**config.mk**
```make
export PLATFORM = sky130hd
export DESIGN_NAME = if_prefetch_queue
export DESIGN_NICKNAME = d
export VERILOG_FILES = /design/src/rtl/if_prefetch_queue.sv
export SDC_FILE = /design/constraint.sdc
export NUM_CORES = 1
export LEC_CHECK = 0
export CAP_MARGIN = 20
export CORE_AREA = 3 3 109 153
export CTS_BUF_LIST = sky130_fd_sc_hd__clkbuf_8
export CTS_CLUSTER_SIZE = 14
export DETAILED_ROUTE_END_ITERATION = 7
export DIE_AREA = 0 0 112 156
export GPL_TIMING_DRIVEN = 0
export PLACE_DENSITY = 0.72
export SYNTH_ARGS = -nofsm -noshare
export SYNTH_HDL_FRONTEND = slang
export SYNTH_SLANG_ARGS = --single-unit
```
**constraint.sdc**
```tcl
create_clock -name clk -period 4 [get_ports clk]
set_clock_uncertainty 0.05 [all_clocks]
set_input_delay 0.8 -clock clk [delete_from_list [all_inputs] [get_ports clk]]
set_output_delay 0.8 -clock clk [all_outputs]
set_load 0.05 [all_outputs]
```
**src/rtl/if_prefetch_queue.sv**
```systemverilog
// -----------------------------------------------------------------------------
// if_prefetch_queue
//   Instruction prefetch queue between the InstROM port and the fetch/decode
//   buffer. It issues sequential fetch addresses ahead of decode to a
//   pipelined, in-order ROM. Returned {pc, instr} pairs are buffered in a
//   small FIFO and presented downstream with a valid/ready handshake. A
//   branch/jump redirect flushes the queue and restarts fetch at the target.
//   Responses that were already in flight when the redirect happened are
//   discarded while the queue is in DRAIN.
//
// Parameters
//   PC_W      program counter width (word address, +1 per instruction)
//   INSTR_W   instruction width
//   DEPTH     FIFO entries (power of 2, >= 2); also caps outstanding requests
//   RESET_PC  first fetch address after reset
//
// Ports
//   clk            in   rising-edge clock
//   rst            in   asynchronous reset, active-low
//   redirect_valid in   branch taken / jump resolved this cycle
//   redirect_pc    in   restart address
//   rom_req_valid  out  fetch request to ROM
//   rom_req_addr   out  fetch address
//   rom_rsp_valid  in   ROM response (in order, latency >= 1, never stalls)
//   rom_rsp_instr  in   returned instruction
//   out_valid      out  queue head valid
//   out_ready      in   downstream accepts (low = FD stall)
//   out_pc         out  pc of head instruction (0 when not valid)
//   out_instr      out  head instruction (0 when not valid)
//   count          out  occupied FIFO entries
//
// Build option
//   IF_PREFETCH_BYPASS_EN : when the FIFO is empty in RUN with no redirect, an
//   arriving response is shown on the outputs in the same cycle and skips the
//   FIFO if it is accepted at once. Undefined: every response goes through
//   the FIFO (one cycle of latency).
// -----------------------------------------------------------------------------
module if_prefetch_queue #(
  parameter int              PC_W     = 8,
  parameter int              INSTR_W  = 32,
  parameter int              DEPTH    = 4,
  parameter logic [PC_W-1:0] RESET_PC = '0
) (
  input  logic                     clk,
  input  logic                     rst,
  input  logic                     redirect_valid,
  input  logic [PC_W-1:0]          redirect_pc,
  output logic                     rom_req_valid,
  output logic [PC_W-1:0]          rom_req_addr,
  input  logic                     rom_rsp_valid,
  input  logic [INSTR_W-1:0]       rom_rsp_instr,
  output logic                     out_valid,
  input  logic                     out_ready,
  output logic [PC_W-1:0]          out_pc,
  output logic [INSTR_W-1:0]       out_instr,
  output logic [$clog2(DEPTH):0]   count
);

  localparam int AW = $clog2(DEPTH);
  localparam int CW = AW + 1;
  localparam logic [CW:0] DEPTH_OCC = (CW + 1)'(DEPTH);

  typedef enum logic {
    ST_RUN   = 1'b0,
    ST_DRAIN = 1'b1
  } state_t;

  state_t state, state_next;

  logic [AW-1:0]      head_ptr, tail_ptr;
  logic [CW-1:0]      count_q, count_next;
  logic [CW-1:0]      inflight, inflight_next;
  logic [PC_W-1:0]    fetch_pc, rsp_pc;
  logic [PC_W-1:0]    mem_pc    [DEPTH];
  logic [INSTR_W-1:0] mem_instr [DEPTH];

  logic fifo_empty;
  logic has_room;
  logic rsp_accept;
  logic bypass_hit;
  logic push;
  logic pop;

  assign fifo_empty = (count_q == '0);
  assign count      = count_q;

  // Entries already buffered plus requests still in the ROM pipeline never
  // exceed DEPTH, so every accepted response is guaranteed a free slot.
  assign has_room = ({1'b0, count_q} + {1'b0, inflight}) < DEPTH_OCC;

  // A response is kept only in RUN and only when no redirect is flushing the
  // queue this cycle; rst gating keeps outputs quiet while reset is held.
  assign rsp_accept = rst && (state == ST_RUN) && !redirect_valid && rom_rsp_valid;

`ifdef IF_PREFETCH_BYPASS_EN
  assign bypass_hit = rsp_accept && fifo_empty;
`else
  assign bypass_hit = 1'b0;
`endif

  // A bypassed response that is taken immediately never occupies a slot.
  assign push = rsp_accept && !(bypass_hit && out_ready);
  assign pop  = !fifo_empty && out_ready;

  // State register.
  always_ff @(posedge clk or negedge rst) begin
    if (!rst) begin
      state <= ST_RUN;
    end else begin
      state <= state_next;
    end
  end

  // Next state: a redirect or an ongoing drain lands in DRAIN while stale
  // responses remain outstanding after this cycle, otherwise in RUN.
  always_comb begin
    state_next = state;
    if (redirect_valid || (state == ST_DRAIN)) begin
      state_next = (inflight_next != '0) ? ST_DRAIN : ST_RUN;
    end
  end

  // Outputs: fetch issue and the queue head (or the bypassed response).
  always_comb begin
    rom_req_valid = rst && (state == ST_RUN) && !redirect_valid && has_room;
    rom_req_addr  = fetch_pc;
    out_valid     = !fifo_empty;
    out_pc        = '0;
    out_instr     = '0;
    if (!fifo_empty) begin
      out_pc    = mem_pc[head_ptr];
      out_instr = mem_instr[head_ptr];
    end
    if (bypass_hit) begin
      out_valid = 1'b1;
      out_pc    = rsp_pc;
      out_instr = rom_rsp_instr;
    end
  end

  // Outstanding request tracking; issue and response together cancel out.
  always_comb begin
    inflight_next = inflight;
    if (rom_req_valid && !rom_rsp_valid) begin
      inflight_next = inflight + CW'(1);
    end else if (!rom_req_valid && rom_rsp_valid) begin
      inflight_next = inflight - CW'(1);
    end
  end

  // Occupancy: a redirect empties the queue regardless of push/pop.
  always_comb begin
    count_next = count_q;
    if (redirect_valid) begin
      count_next = '0;
    end else if (push && !pop) begin
      count_next = count_q + CW'(1);
    end else if (!push && pop) begin
      count_next = count_q - CW'(1);
    end
  end

  // Pointers, counters and fetch/response pc tracking.
  always_ff @(posedge clk or negedge rst) begin
    if (!rst) begin
      head_ptr <= '0;
      tail_ptr <= '0;
      count_q  <= '0;
      inflight <= '0;
      fetch_pc <= RESET_PC;
      rsp_pc   <= RESET_PC;
    end else begin
      inflight <= inflight_next;
      count_q  <= count_next;
      if (redirect_valid) begin
        head_ptr <= '0;
        tail_ptr <= '0;
        fetch_pc <= redirect_pc;
        rsp_pc   <= redirect_pc;
      end else begin
        if (rom_req_valid) begin
          fetch_pc <= fetch_pc + PC_W'(1);
        end
        if (rsp_accept) begin
          rsp_pc <= rsp_pc + PC_W'(1);
        end
        if (push) begin
          tail_ptr <= tail_ptr + AW'(1);
        end
        if (pop) begin
          head_ptr <= head_ptr + AW'(1);
        end
      end
    end
  end

  // FIFO storage; contents need no reset because count gates visibility.
  always_ff @(posedge clk) begin
    if (push) begin
      mem_pc[tail_ptr]    <= rsp_pc;
      mem_instr[tail_ptr] <= rom_rsp_instr;
    end
  end

endmodule

```
[Word level (Yosys, flattened, before mapping)]
Memory sizes are Yosys's and may differ from the RTL's.
Index checks and enable logic that the tools add are counted.
Word-level totals
  bits in registers: 27
  memory bits (writable): 160
  input bits: 45
  output and inout bits: 53
  word-level logic and storage cells: 60
  memories kept: 2
Memory list
  mem_instr: words 4, width 32, read ports 1, clocked after Yosys merged registers in 0, write ports 1, line 75  | logic [INSTR_W-1:0] mem_instr [DEPTH];
  mem_pc: words 4, width 8, read ports 1, clocked after Yosys merged registers in 0, write ports 1, line 74  | logic [PC_W-1:0] mem_pc [DEPTH];
Operators by class
  add/subtract/negate cells: 9
  magnitude comparators: 1
  muxes and demuxes: 18
  bitwise logic cells: 1
  reduce and logical (&&, ||, !) cells: 22
Operators by type and width (count)
  8-bit 2-to-1 mux: 5
  32-bit 2-to-1 mux: 1
  8-bit by 1-bit adder with 8-bit output (second input constant): 2
  3-bit 2-to-1 mux: 5
  1-bit logical AND: 9
  2-bit 2-to-1 mux: 4
  3-bit by 1-bit adder with 3-bit output (second input constant): 2
  1-bit logical NOT: 6
  2-bit nonzero test: 3
  3-bit nonzero test: 2
  3-bit by 1-bit subtractor with 3-bit output (second input constant): 2
  2-bit by 1-bit adder with 2-bit output (second input constant): 2
  3-bit by 3-bit adder with 4-bit output: 1
  4-bit by 3-bit less-than comparator with 1-bit output (second input constant): 1
  3-bit logical NOT: 1
  1-bit 2-to-1 mux: 3
  1-bit logical OR: 1
  1-bit inverter: 1

[Logic depth before layout (Yosys ltp)]
  depth after elaboration: 10
  gate-level depth with buffers: 8
  depth with buffers taken out: 7

[Least setup slack after synthesis]
Ideal clock, no wire load.
  path type: register -> output
  start: register count_q[1] (netlist: count[1])
  end: output port out_instr[22]
  arrival: 2.135 ns
  data required time: 3.150 ns
  setup slack: 1.015 ns
  stages on the path, launching flop included: 5
  buffers on the path: 2
  path through: dfrtp_1 or3_1 buf_2 clkbuf_1 and2_1
Between the ends
  cells in the longest elaborated chain, start to end: 2
RTL lines
  start: declaration: line 71  | logic [CW-1:0] count_q, count_next;
  start signal: assignment: line 174  | count_q <= count_next;
  3-bit logical NOT: line 84  | assign fifo_empty = (count_q == '0);
  32-bit 2-to-1 mux: line 130  | if (!fifo_empty) begin
  end: declaration: line 55  | output logic [INSTR_W-1:0] out_instr,
No other way between the ends.

[Worst setup path in the final report]
  start: input port rst
  end: output port rom_req_valid
Between the ends
  cells in the longest elaborated chain, start to end: 3
RTL lines
  start: declaration: line 45  | input logic rst,
  1-bit logical AND (3 in series): line 125  | rom_req_valid = rst && (state == ST_RUN) && !redirect_valid && has_room;
  end: declaration: line 48  | output logic rom_req_valid,
No other way between the ends.

==> results.toml <==
[finish]
drive_gt1_share_pct = 17.2
utilization_pct = 60.7
syn2layout_area_growth_pct = 21.9
final_design_area_no_fill_um2 = 9390
diodes = 0
fin_nets = 607
final_cell_count_no_fill = 760

[placement]
place_area_um2 = 9020
io_buffers = 96
place_hpwl_um = 9800
place_congestion = 0.845
dp_cells = 728
dpl_worst_slack_ns = -0.0331

[setup_path]
critical_path_class = "in -> out"
r2r_cells = 4
worstSetupEndpointType = "primary output"
worstPathArrival_ns = 2.87
startpoint_type = "input pin"
cp_max_fo = 13
cp.required_ns = 3.15

[detailed_routing]
vias = 4178
drtIter0Drc = 219
viasPerCell = 5.50
totalWireLength_um = 14500
dr.pass1.iters = 4
post_drt_wl_per_cell_um = 19.0
remaining_drc_errors = 0
ant_nets = 0

[synthesis]
ys_warn_count = 0
yosys.area.top_type_share_pct = 62.4
async_reset_ff_share_pct = 14.4
synth_nets = 487
synth_top_cell_by_area = "edfxtp_1"
ys_seq_elements = 187
synth_cells = 431
ys_types = 48
synth_edf_count = 160
synthTopCellsByArea = "edfxtp_1 62%, mux4_2 12%, dfrtp_1 8.8%, and2_1 3.7%, ha_1 1.6%"
netlist_area_um2 = 7700
yosysSeqAreaShare_pct = 71.1
synthFlopType = "edfxtp_1"
syn_avg_cell_area_um2 = 17.9

[sta]
rsz0062_at_grt = "no"
period_share_pct = 93.0
fmax_mhz = 269
timing.slew.headroom_pct = 51.8
worst_slack_ns = 0.279
report.final.slew_viol_count = 0
worst-slew-pin-transition_ns = 0.722
fin_tns_setup_ns = 0
finalCriticalPeriod_ns = 3.72
holdWs_ns = 0.463
hold_viol_final = 0
setup_viol = 0

[clock_network]
clk_pin_slew_ns = 0.10
clock_latency_ns = 0.44
cts.sinks = 187
post-cts-setup-buffer-count = 0
hold_buffers = 0
tritoncts = "done"
clock-root-buffer = "clkbuf_8"
numCtsBuffers = 17
cts.path.max_buffers = 2
cts_max_level = 4
cts_resized = 1

[power]
power.leakage_nw = 3.15
power.total_mw = 6.02
ir_worst_vdd_v = 0.000384
powerDensity_nw_per_um2 = 641

[global_route]
grt_usage_pct = 17.3
grt_pass1_vias = 4450
overflow = 0
grt_pass1_wl_um = 23500
grt_max_degree = 27
antenna_found_initial = 0

[die]
pin_count = 98
die_w_um = 112
initial_utilization_pct = 49.8
dieArea_um2 = 17500
rows = 54
fp.coreArea_um2 = 15500
die_y_um = 156

[outcome]
status = "finished clean"

[min_path]
hold_path.class = "in -> async"

[flow_run]
cap_violations = 0
==> final cells by class <==
cell class / instances / area (µm²)
clock inverters: 15 / 135
fillers: 1186 / 6080
flip-flops and latches: 187 / 5480
inverters: 12 / 45.0
well taps: 196 / 245
multi-input cells: 210 / 2080
clock buffers: 17 / 234
repair buffers: 101 / 1070
plain buffers: 22 / 104
==> synth_stat cells (all sizes together), types with 7 or more instances <==
cell type	count
edfxtp	160
and2	46
mux4	40
dfrtp	27
nand2	18
clkbuf	12
inv	12
nor2	12
buf	10
ha	10
mux2i	8
nand3	8
nor3	7
o21ai	7
==> kinds of logic after synthesis <==
family | after synthesis | share of synthesized area, %
xor+xnor | 6 | 0.682
fa+ha+maj | 11 | 1.88
compound gates | 35 | 3.39
mux | 51 | 13.2
flops | 187 | 71.1
buf+inv | 34 | 1.93
simple gates | 107 | 7.76
==> power breakdown <==
part	leakage (nW)	switching (mW)	internal, mW
sequential	1.77	0.0938	2.20
combinational	1.19	1.60	0.988
clock	0.181	0.692	0.453
==> cells in the final DEF (no fill, tap or decap), types with 4 or more instances in the layout <==
cell / Yosys / layout
o21ai_1: 7 / 7
edfxtp_1: 160 / 160
and2_1: 46 / 42
buf_2: 8 / 8
and3_1: 4 / 4
nor2_1: 11 / 11
mux2i_1: 8 / 8
clkbuf_8: 0 / 17
a31oi_1: 5 / 5
ha_1: 10 / 10
mux4_2: 40 / 40
nand2_1: 18 / 18
clkdlybuf4s50_1: 0 / 95
and2_2: 0 / 4
clkbuf_1: 12 / 12
nor3_1: 7 / 7
nand3_1: 8 / 8
buf_12: 0 / 4
inv_1: 11 / 11
dfrtp_1: 27 / 27
o31ai_1: 4 / 4
==> path summary, 6_finish.rpt <==
path | endpoint | slack, ns | start
min in group clk | tail_ptr[0]$_DFFE_PN0P_ | 0.50 | tail_ptr[0]$_DFFE_PN0P_
min | rom_req_addr[3]$_DFFE_PN0P_ | 0.46 | rst
max in group asynchronous | rsp_pc[6]$_DFFE_PN0P_ | 2.89 | rst
max | rom_req_valid | 0.28 | rst
min reg2reg | tail_ptr[0]$_DFFE_PN0P_ | 0.50 | tail_ptr[0]$_DFFE_PN0P_
max reg2reg | mem_instr[1][14]$_DFFE_PP_ | 1.67 | state$_DFFE_PN0P_
==> metal layers <==
| metal | up-vias | GRT usage [%] | part of all wire [%] |
|---|---|---|---|
| met1 | 2150 | 21.2 | 41 |
| met3 | 6 | 3.76 | 3.5 |
| met2 | 95 | 31.4 | 55 |
| li1 | 1927 | - | - |
| met4 | 0 | 4.47 | 0.50 |
| met5 | - | 0 | 0 |
==> critical path: stages <==
cell	delay, ns
dlygate4sd2_1	0.67
nand4_1	0.25
inv_2	0.14
buf_6	0.18
clkdlybuf4s50_1	0.82
==> state kept, by name, indices dropped and copies added, names as in the netlist <==
name,cells
mem_instr,128
count,3
inflight,3
head_ptr,2
rom_req_addr,8
state,1
tail_ptr,2
mem_pc,32
rsp_pc,8
Note: power is estimated with default switching activity, not from simulation.
